==> src/rtl/flop_enable_reset_mux_pkg.sv <==
// Shared constants for the mux/flop slice: default data width and register reset value.
package flop_enable_reset_mux_pkg;
  localparam int DEFAULT_WIDTH = 16;
  localparam logic RESET_BIT = 1'b0;
endpackage

==> src/rtl/flop_enable_reset.sv <==
// WIDTH-bit register loaded on rising edges with enable=1; reset overrides the enable.
module flop_enable_reset
  import flop_enable_reset_mux_pkg::*;
#(
  parameter int WIDTH = DEFAULT_WIDTH
) (
  input  logic             clock,
  input  logic             reset,
  input  logic             enable,
  input  logic [WIDTH-1:0] d,
  output logic [WIDTH-1:0] q
);
  always_ff @(posedge clock or negedge reset) begin
    if (!reset)      q <= {WIDTH{RESET_BIT}};
    else if (enable) q <= d;
  end
endmodule

==> src/rtl/flop_reset.sv <==
// WIDTH-bit register loaded every rising edge, cleared asynchronously by active-low reset.
module flop_reset
  import flop_enable_reset_mux_pkg::*;
#(
  parameter int WIDTH = DEFAULT_WIDTH
) (
  input  logic             clock,
  input  logic             reset,
  input  logic [WIDTH-1:0] d,
  output logic [WIDTH-1:0] q
);
  always_ff @(posedge clock or negedge reset) begin
    if (!reset) q <= {WIDTH{RESET_BIT}};
    else        q <= d;
  end
endmodule

==> src/rtl/mux2.sv <==
// Two-input WIDTH-bit multiplexer; s=0 selects d0, s=1 selects d1.
module mux2
  import flop_enable_reset_mux_pkg::*;
#(
  parameter int WIDTH = DEFAULT_WIDTH
) (
  input  logic [WIDTH-1:0] d0,
  input  logic [WIDTH-1:0] d1,
  input  logic             s,
  output logic [WIDTH-1:0] y
);
  assign y = s ? d1 : d0;
endmodule

==> src/rtl/flop_enable_reset_mux.sv <==
// Combinational mux feeding an always-loading register and an enable-gated register.
module flop_enable_reset_mux
  import flop_enable_reset_mux_pkg::*;
#(
  parameter int WIDTH = DEFAULT_WIDTH
) (
  input  logic             clock,
  input  logic             reset,
  input  logic             write_enable,
  input  logic             select,
  input  logic [WIDTH-1:0] data0,
  input  logic [WIDTH-1:0] data1,
  output logic [WIDTH-1:0] mux_out,
  output logic [WIDTH-1:0] enabled_q,
  output logic [WIDTH-1:0] plain_q
);
  logic [WIDTH-1:0] w_mux;

  mux2 #(.WIDTH(WIDTH)) u_mux (
    .d0 (data0),
    .d1 (data1),
    .s  (select),
    .y  (w_mux)
  );

  // Both registers sample the live mux result, so they always agree when enabled.
  flop_enable_reset #(.WIDTH(WIDTH)) u_en_flop (
    .clock  (clock),
    .reset  (reset),
    .enable (write_enable),
    .d      (w_mux),
    .q      (enabled_q)
  );

  flop_reset #(.WIDTH(WIDTH)) u_plain_flop (
    .clock (clock),
    .reset (reset),
    .d     (w_mux),
    .q     (plain_q)
  );

  assign mux_out = w_mux;
endmodule

==> config.mk <==
export PLATFORM = sky130hd
export DESIGN_NAME = flop_enable_reset_mux
export DESIGN_NICKNAME = d
export VERILOG_FILES = /design/src/rtl/flop_enable_reset_mux_pkg.sv /design/src/rtl/flop_enable_reset.sv /design/src/rtl/flop_reset.sv /design/src/rtl/mux2.sv /design/src/rtl/flop_enable_reset_mux.sv
export SDC_FILE = /design/constraint.sdc
export NUM_CORES = 1
export LEC_CHECK = 0
export BUFFER_PORTS_ARGS = -buffer_cell sky130_fd_sc_hd__clkbuf_2
export CORE_MARGIN = 1.5
export CORE_UTILIZATION = 41
export DETAILED_ROUTE_END_ITERATION = 8
export PLACE_DENSITY = 0.74
export SLEW_MARGIN = 30
export SYNTH_ARGS = -nofsm -noshare
export SYNTH_HDL_FRONTEND = slang
export SYNTH_HIERARCHICAL = 1
export SYNTH_SLANG_ARGS = --single-unit
==> constraint.sdc <==
create_clock -name clock -period 1.4 [get_ports clock]
set_clock_uncertainty 0.1 [all_clocks]
set_input_delay 0.28 -clock clock [delete_from_list [all_inputs] [get_ports clock]]
set_output_delay 0.28 -clock clock [all_outputs]
set_load 0.1 [all_outputs]
==> results.cfg <==
[synth]
synthSimpleGateAreaFrac_pct = 0
synth-main-ff-cell = dfrtp_1
synth_common_cells = dfrtp_1 (32), mux2_4 (20), mux2_2 (12), buf_12 (2), buf_6 (2)
yosysMostFrequentCell = dfrtp_1
synth_edf_count = 0
synth_top_area_share_pct = 61.7
async_reset_ff_share_pct = 100
synth-xor-area-share_pct = 0
yosysTopAreaCell = dfrtp_1
postSynthAreaPerCell_sq_um = 19.1
synthAdderAreaFrac_pct = 0
synth_top_family_by_area = multiplexers
ys_top_cells_by_area = dfrtp_1 (62%), mux2_4 (23%), mux2_2 (10%)
synth.distinct_cells = 5
yosysSeqAreaShare_pct = 61.7
synth_warnings = 6
syn_nets = 104
netlist_instances = 68
netlist_area_sq_um = 1300
ys_ff_latch = 32
synth_compound_area_share_pct = 0
synth_mux_area_share_pct = 33.5

[pwr]
peakVddDrop_mv = 0.829
p_total_mw = 3.60
p_leak_nw = 1.38
power-per-cell-area_nw_per_um2 = 1310

[sta]
hold_violations = 0
finalSetupViolations = 16
period_needed_ps = 1430
rsz0062_at_grt = true
worst_pin_slew_ps = 403
finalMaxSlewViolations = 0
fin_hold_ws_ps = 135
slew_headroom_pct = 73.1
worst_slack_ps = -31.0
max_freq_ghz = 0.699
post-route-period-util_pct = 102

[detailed_routing]
wl_per_cell_microns = 17.3
wl_met3_microns = 375
dr_wl_met2_microns = 2030
drtIter0Drc = 15
drtAntennaViolNets = 0
viasPerCell = 4.58
finalWirelength_microns = 3820
wl_met1_microns = 1390
post-route-drc-count = 0
first_pass_iters = 4
dr_total_vias = 1012
top_layer_used = met4

[setup_path]
rr_worst_depth = 1
slowest_stage = mux2_4
timing.critical_path.mode_cell = buf_12
crit_type = input port to output port
critPathCaptureType = output port
cp_data_arrival_time_ps = 1050
required_ps = 1020
cp_max_fo = 8
cp-start-kind = input port
cp_slowest_stage_delay_ps = 330
worstPathCellList = clkbuf_16 > buf_12 > mux2_4 > buf_12

[floorplanning]
fp-row-count = 20
die_w_microns = 59.3
start_util_pct = 42.9
die_area_sq_um = 3510
coreArea_sq_um = 3030
num_io_pins = 84
die_y_microns = 59.3

[clock_tree]
clock_sinks = 32
cts_buffer_depth = 2
cts-root-buf = clkbuf_4
cts.clk_slew.worst_paths_ps = 90
cts_tree = yes
clock_latency_ps = 330
h-tree-depth = 2
cts_buffers = 5

[global_routing]
grt_start_max_net_pins = 33
track_usage_pct = 24.4
overflow = 0
grt_pass1_vias = 1170
grt_pass1_wl_microns = 5980
antenna_found_initial = 0

[status]
violations = negative setup slack
outcome = finished with violations

[placement]
portBuffers = 83
dpl_worst_slack_ps = -127
place_hpwl_microns = 2720
dp_cells = 195
gp_congestion = 0.661

[cells_and_area]
drive_above_1_share_pct = 81.4
instances_no_fill = 221
final_nets = 213
area_delta_synth_final_pct = 112
antenna_cells = 0

[min_path]
hold_path.class = input port to register
hold_depth = 2

[run]
max_cap_violations = 0
placed cells by master, fill, tap and decap left out:
master	n
buf_12	51
clkbuf_2	34
dfrtp_1	32
mux2_4	26
buf_4	19
mux2_2	6
clkbuf_4	5
clkbuf_8	2
dlygate4sd3_1	1
clkbuf_16	1
layout make-up:
class,instances,area (sq um)
Sequential cell,32,801
Multi-Input combinational cell,32,458
Clock buffer,7,65.1
Fill cell,110,280
Timing Repair Buffer,106,1370
Tap cell,44,55.1
sequential cells by signal, summed over array words and instances (netlist names):
signal          count
u_en_flop/q        16
u_plain_flop/q     16
critical path, delay by kind of cell:
kind                   cells  cell delay [ps]
buffers and inverters      3              440
muxes                      1              330
report_power, final:
group	switching (mW)	internal, mW
registers	0.100	1.02
logic	1.18	0.727
clock network	0.298	0.284
through the flow:
step	area (sq um)	TNS [ps]	util (%)
2_1_floorplan	1300	-1500	-
3_3_place_gp	2490	-1120	82.4
3_5_place_dp	2490	-1770	82.4
4_1_cts	2720	-339	89.8
5_1_grt	2750	-515	90.7
6_report	2750	-361	90.7
repair_timing:
item,in CTS,in global routing
gates resized for setup,9,0
setup buffers,14,4
endpoints found under the hold margin,32,0
hold buffers,1,0
pin swaps,0,0
endpoints found under the setup margin,16,16
layer usage:
metal	vias up	global-route usage [%]
li1	455	-
met1	490	26.5
met2	63	43.0
met3	4	10.9
met4	0	5.84
met5	-	0
logic make-up after synthesis:
family and Yosys count:
buf+inv 4, flops 32, mux 32
final timing paths:
path | to | startpoint | slack [ps]
hold reg to reg | u_en_flop/q[12] | u_en_flop/q[12] | 480
setup / recovery | mux_out[10] | select | -30
max in group asynchronous | u_plain_flop/q[5] | reset | 510
min in group asynchronous | u_plain_flop/q[6] | reset | 400
hold / removal | u_plain_flop/q[3] | data1[3] | 130
setup reg to reg | u_en_flop/q[10] | u_en_flop/q[10] | 470
Power figures use the tool's default switching activity.
